**src/rtl/ox_pattern_classifier.sv**
```systemverilog
// Classifies a 3x3 VAE reconstruction as circle (MARU), cross (BATU) or reject.
// Snapshot, serial binarisation, then Hamming compare against both templates.
module ox_pattern_classifier #(
  parameter logic [15:0] THRESH   = 16'h8000,
  parameter int unsigned MAX_DIST = 2,
  parameter int unsigned COUNT_W  = 8,
  parameter logic [8:0]  MARU_T   = 9'b111101111,
  parameter logic [8:0]  BATU_T   = 9'b101010101
) (
  input  logic               clk,
  input  logic               rst,
  input  logic               train_done,
  input  logic               start,
  input  logic [15:0]        Out1,
  input  logic [15:0]        Out2,
  input  logic [15:0]        Out3,
  input  logic [15:0]        Out4,
  input  logic [15:0]        Out5,
  input  logic [15:0]        Out6,
  input  logic [15:0]        Out7,
  input  logic [15:0]        Out8,
  input  logic [15:0]        Out9,
  output logic               busy,
  output logic               done,
  output logic [8:0]         bits,
  output logic [3:0]         dist_maru,
  output logic [3:0]         dist_batu,
  output logic               is_maru,
  output logic               is_batu,
  output logic               reject,
  output logic [COUNT_W-1:0] maru_count,
  output logic [COUNT_W-1:0] batu_count
);

  localparam int unsigned NPIX   = 9;
  localparam int unsigned IDX_W  = 4;
  localparam int unsigned DIST_W = 4;
  localparam logic [DIST_W-1:0]  MAX_D     = DIST_W'(MAX_DIST);
  localparam logic [IDX_W-1:0]   LAST_IDX  = IDX_W'(NPIX - 1);
  localparam logic [COUNT_W-1:0] COUNT_MAX = {COUNT_W{1'b1}};

  typedef enum logic [1:0] {
    IDLE    = 2'd0,
    SCAN    = 2'd1,
    COMPARE = 2'd2
  } state_t;

  state_t             state_q, state_d;
  logic [15:0]        hold_q [NPIX];
  logic [15:0]        hold_d [NPIX];
  logic [8:0]         shift_q, shift_d;
  logic [IDX_W-1:0]   idx_q, idx_d;
  logic               busy_q, busy_d;
  logic               done_q, done_d;
  logic [8:0]         bits_q, bits_d;
  logic [DIST_W-1:0]  dist_maru_q, dist_maru_d;
  logic [DIST_W-1:0]  dist_batu_q, dist_batu_d;
  logic               is_maru_q, is_maru_d;
  logic               is_batu_q, is_batu_d;
  logic               reject_q, reject_d;
  logic [COUNT_W-1:0] maru_count_q, maru_count_d;
  logic [COUNT_W-1:0] batu_count_q, batu_count_d;

  logic               pix_c;
  logic [DIST_W-1:0]  dm_c, db_c;
  logic               maru_hit_c, batu_hit_c;

  function automatic logic [DIST_W-1:0] popcnt9(input logic [8:0] v);
    logic [DIST_W-1:0] s;
    s = '0;
    for (int i = 0; i < 9; i++) s = s + DIST_W'(v[i]);
    return s;
  endfunction

  // Current pixel and template distances, consumed by SCAN and COMPARE respectively
  always_comb begin
    pix_c      = (hold_q[idx_q] >= THRESH);
    dm_c       = popcnt9(shift_q ^ MARU_T);
    db_c       = popcnt9(shift_q ^ BATU_T);
    maru_hit_c = (dm_c < db_c) && (dm_c <= MAX_D);
    batu_hit_c = (db_c < dm_c) && (db_c <= MAX_D);
  end

  always_comb begin
    state_d      = state_q;
    hold_d       = hold_q;
    shift_d      = shift_q;
    idx_d        = idx_q;
    busy_d       = busy_q;
    done_d       = 1'b0;
    bits_d       = bits_q;
    dist_maru_d  = dist_maru_q;
    dist_batu_d  = dist_batu_q;
    is_maru_d    = is_maru_q;
    is_batu_d    = is_batu_q;
    reject_d     = reject_q;
    maru_count_d = maru_count_q;
    batu_count_d = batu_count_q;
    case (state_q)
      IDLE: begin
        if (start && train_done) begin
          hold_d  = '{Out1, Out2, Out3, Out4, Out5, Out6, Out7, Out8, Out9};
          shift_d = '0;
          idx_d   = '0;
          busy_d  = 1'b1;
          state_d = SCAN;
        end
      end
      SCAN: begin
        // MSB first: Out1 ends up in bit 8 after nine shifts
        shift_d = {shift_q[7:0], pix_c};
        idx_d   = idx_q + IDX_W'(1);
        if (idx_q == LAST_IDX) state_d = COMPARE;
      end
      COMPARE: begin
        bits_d      = shift_q;
        dist_maru_d = dm_c;
        dist_batu_d = db_c;
        is_maru_d   = maru_hit_c;
        is_batu_d   = batu_hit_c;
        reject_d    = !(maru_hit_c || batu_hit_c);
        if (maru_hit_c && (maru_count_q != COUNT_MAX))
          maru_count_d = maru_count_q + COUNT_W'(1);
        if (batu_hit_c && (batu_count_q != COUNT_MAX))
          batu_count_d = batu_count_q + COUNT_W'(1);
        done_d  = 1'b1;
        busy_d  = 1'b0;
        state_d = IDLE;
      end
      default: state_d = IDLE;
    endcase
  end

  always_ff @(posedge clk) begin
    if (rst) begin
      state_q      <= IDLE;
      for (int i = 0; i < NPIX; i++) hold_q[i] <= '0;
      shift_q      <= '0;
      idx_q        <= '0;
      busy_q       <= 1'b0;
      done_q       <= 1'b0;
      bits_q       <= '0;
      dist_maru_q  <= '0;
      dist_batu_q  <= '0;
      is_maru_q    <= 1'b0;
      is_batu_q    <= 1'b0;
      reject_q     <= 1'b0;
      maru_count_q <= '0;
      batu_count_q <= '0;
    end else begin
      state_q      <= state_d;
      hold_q       <= hold_d;
      shift_q      <= shift_d;
      idx_q        <= idx_d;
      busy_q       <= busy_d;
      done_q       <= done_d;
      bits_q       <= bits_d;
      dist_maru_q  <= dist_maru_d;
      dist_batu_q  <= dist_batu_d;
      is_maru_q    <= is_maru_d;
      is_batu_q    <= is_batu_d;
      reject_q     <= reject_d;
      maru_count_q <= maru_count_d;
      batu_count_q <= batu_count_d;
    end
  end

  assign busy       = busy_q;
  assign done       = done_q;
  assign bits       = bits_q;
  assign dist_maru  = dist_maru_q;
  assign dist_batu  = dist_batu_q;
  assign is_maru    = is_maru_q;
  assign is_batu    = is_batu_q;
  assign reject     = reject_q;
  assign maru_count = maru_count_q;
  assign batu_count = batu_count_q;

endmodule

```
**config.mk**
```make
export PLATFORM = sky130hd
export DESIGN_NAME = ox_pattern_classifier
export DESIGN_NICKNAME = d
export VERILOG_FILES = /design/src/rtl/ox_pattern_classifier.sv
export SDC_FILE = /design/constraint.sdc
export NUM_CORES = 1
export LEC_CHECK = 0
export CAP_MARGIN = 30
export CORE_ASPECT_RATIO = 1.25
export CORE_MARGIN = 1.5
export CORE_UTILIZATION = 35
export CTS_CLUSTER_SIZE = 12
export DETAILED_ROUTE_END_ITERATION = 12
export DONT_BUFFER_PORTS = 1
export GPL_ROUTABILITY_DRIVEN = 0
export GPL_TIMING_DRIVEN = 0
export PLACE_DENSITY = 0.47
export SYNTH_ARGS = -nofsm -noshare
export SYNTH_HDL_FRONTEND = slang
export SYNTH_SLANG_ARGS = --single-unit
export TNS_END_PERCENT = 30
```
**constraint.sdc**
```tcl
create_clock -name clk -period 5.2 [get_ports clk]
set_input_delay 1.04 -clock clk [delete_from_list [all_inputs] [get_ports clk]]
set_output_delay 1.04 -clock clk [all_outputs]
set_load 0.01 [all_outputs]
```
==> impl_metrics.ini <==
[global_routing]
grt_pass1_wl_um = 11700
grt_max_degree = 11
grt_overflow = 0
grt_usage = 0.164
antenna_found_initial = 0
grt_pass1_vias = 2372

[cts]
clk_latency_ns = 0.34
clk_pin_slew_worst_paths_ns = 0.07
cts_setup_buffers = 0
htree_levels = 3
cts_root_buf = clkbuf_8
ctsResizeCount = 0
numCtsBuffers = 9
cts_tree = done
cts_num_sinks = 62
hold_buffers = 0
clock_path_buffers = 2

[yosys]
synth_cell_types = 50
synth_ff_type = dfxtp_1
yosysMostFrequentCell = dfxtp_1
yosys.area.top_type = dfxtp_1
syn_area_um2 = 3030
ys_ff_latch = 62
yosys_warnings = 0
synth_edf_count = 0
async_flop_share = 0
synth_cells = 347
avgSynthCellArea_um2 = 8.73
syn-num-nets = 517
synth_top_area_frac = 0.410
synth_area_leaders = dfxtp_1, nand2_1, fa_1
synthTopCellsByCount = dfxtp_1, nand2_1, a21oi_1
seq_area_frac_synth = 0.410

[critical_path]
path_cells = fa_1 -> fa_1 -> fa_1 -> inv_1 -> fa_1 -> fa_1 -> xnor2_1 -> ha_1 -> a41oi_1 -> o211ai_2 -> nor3_1 -> mux2_2
critPathMaxFanout = 8
worstSetupEndpointType = flip-flop
crit_required_ns = 5.43
cpPeakStageDelay_ns = 0.49
startpoint_type = flip-flop
cp_slowest_cell = fa_1
cpMostUsedCell = fa_1
cp.arrival_ns = 5.19
path_class = flip-flop to flip-flop

[route]
viasPerCell = 5.28
drt-initial-drc-count = 74
ant_nets = 0
drc = 0
routedWlPerCell_um = 15.1
dr.pass1.iters = 4
via_count = 2427
wl_um = 6940

[layout]
multi_input_area_um2 = 1600
seq_area_um2 = 1240
area_growth_pct = 11.5
drive_gt1_frac = 0.0799
fin_nets = 529
final_cell_count_no_fill = 460
nFillCells = 883
n_antenna_cell = 0
final_util = 0.405
design_area_um2 = 3380

[floorplanning]
fp-row-count = 37
initial_core_util = 0.364
coreArea_um2 = 8330
die_area_um2 = 9230
die_w_um = 86.2
io_pins = 186
die_h_um = 107

[timing]
skew_ns = 0.00907
worst_pin_slew_ns = 0.537
relSlewSlack = 0.639
fin_crit_sh = 0.953
final_max_slew_viol_count = 0
holdWs_ns = 0.455
period_minus_slack_ns = 4.96
fin_tns_setup_ns = 0
hold_viol_final = 0
rsz0062_at_grt = false
setup_slack_ns = 0.245
final-setup-viol-count = 0
fmax_mhz = 202

[job]
cap_violations = 0

[placement]
placed_area_um2 = 3160
pre_cts_slack_ns = 0.279
dpl.cell_count = 445
dp_hpwl_um = 5210
io_buffers = 0

[pwr]
p_leak_nw = 1.22
power_density_nw_per_um2 = 297
total_power_mw = 1.00
peakVddDrop_uv = 130

[hold_path]
worstHoldPathType = flip-flop to flip-flop

[status]
status = complete, no violations
## cells by family (layout without fill, tap and decap cells)
group                    Yosys count  count (layout)  share of synthesized area
AO/OA/AOI/OAI                     80              80                      0.175
multiplexers                       6               6                     0.0289
adder cells (fa/ha/maj)           22              22                      0.116
buffers and inverters             49              65                     0.0623
XOR/XNOR                           2               2                    0.00578
flip-flops                        62              62                      0.410
AND/OR/NAND/NOR                  126             126                      0.203
## per-layer routing
| layer | vias to the layer above | part of all wire | wire length (um) | GRT usage |
|---|---|---|---|---|
| li1 | 1225 | - | - | - |
| met1 | 1120 | 0.47 | 3230 | 0.212 |
| met2 | 72 | 0.46 | 3160 | 0.255 |
| met3 | 10 | 0.065 | 449 | 0.0516 |
| met4 | 0 | 0.014 | 97 | 0.0634 |
| met5 | - | 0 | 0 | 0 |
## layout make-up
| cell class | instances | area share |
|---|---|---|
| Inverter | 23 | 0.0256 |
| Multi-Input combinational cell | 236 | 0.474 |
| Clock buffer | 11 | 0.0448 |
| Sequential cell | 62 | 0.367 |
| Timing Repair Buffer | 1 | 0.00148 |
| Tap cell | 97 | 0.0359 |
| Clock inverter | 4 | 0.0207 |
| Buffer | 26 | 0.0304 |
## worst max-delay path, delay by kind of cell, from the launching register on
kind | cells | cell delay, ns
adder cells (fa/ha/maj) | 6 | 2.57
flip-flops | 1 | 0.47
XOR/XNOR | 1 | 0.46
multiplexers | 1 | 0.37
buffers and inverters | 1 | 0.05
AND/OR/NAND/NOR | 1 | 0.39
AO/OA/AOI/OAI | 2 | 0.53
## cells in the final DEF (no fill, tap or decap), types with 4 or more instances in the layout
master and count:
or4_1 4, ha_1 12, a211oi_1 4, clkbuf_1 21
a21oi_1 38, clkbuf_8 11, inv_1 23, o21ai_0 4
dfxtp_1 62, nor2_1 19, fa_1 10, a22o_1 10
nand2_1 59, or3_1 6, o31ai_1 4, nor2b_1 9
nand3_1 6, nor3_1 6
## power by group
part	switching, mW	leakage, nW	internal (mW)
combinational	0.0258	0.600	0.0136
clock	0.187	0.115	0.292
sequential	0.00460	0.501	0.480
total	0.218	1.22	0.786
## flip-flops by register name, summed over array words and instances, names as in the netlist, 2 cells and up
name,flops
hold_q,9
batu_count,8
idx_q,4
bits,9
state_q,2
shift_q,9
dist_batu,4
dist_maru,4
maru_count,8
## worst paths after layout
kind              cells past startpoint  startpoint             to  slack (ns)
setup / recovery                     12  shift_q[3]  maru_count[0]        0.24
setup reg to reg                     12  shift_q[3]  maru_count[0]        0.24
hold reg to reg                       2  hold_q[79]     hold_q[79]        0.45
hold / removal                        2  hold_q[79]     hold_q[79]        0.45
No activity file was read; power rests on OpenSTA's default activity.
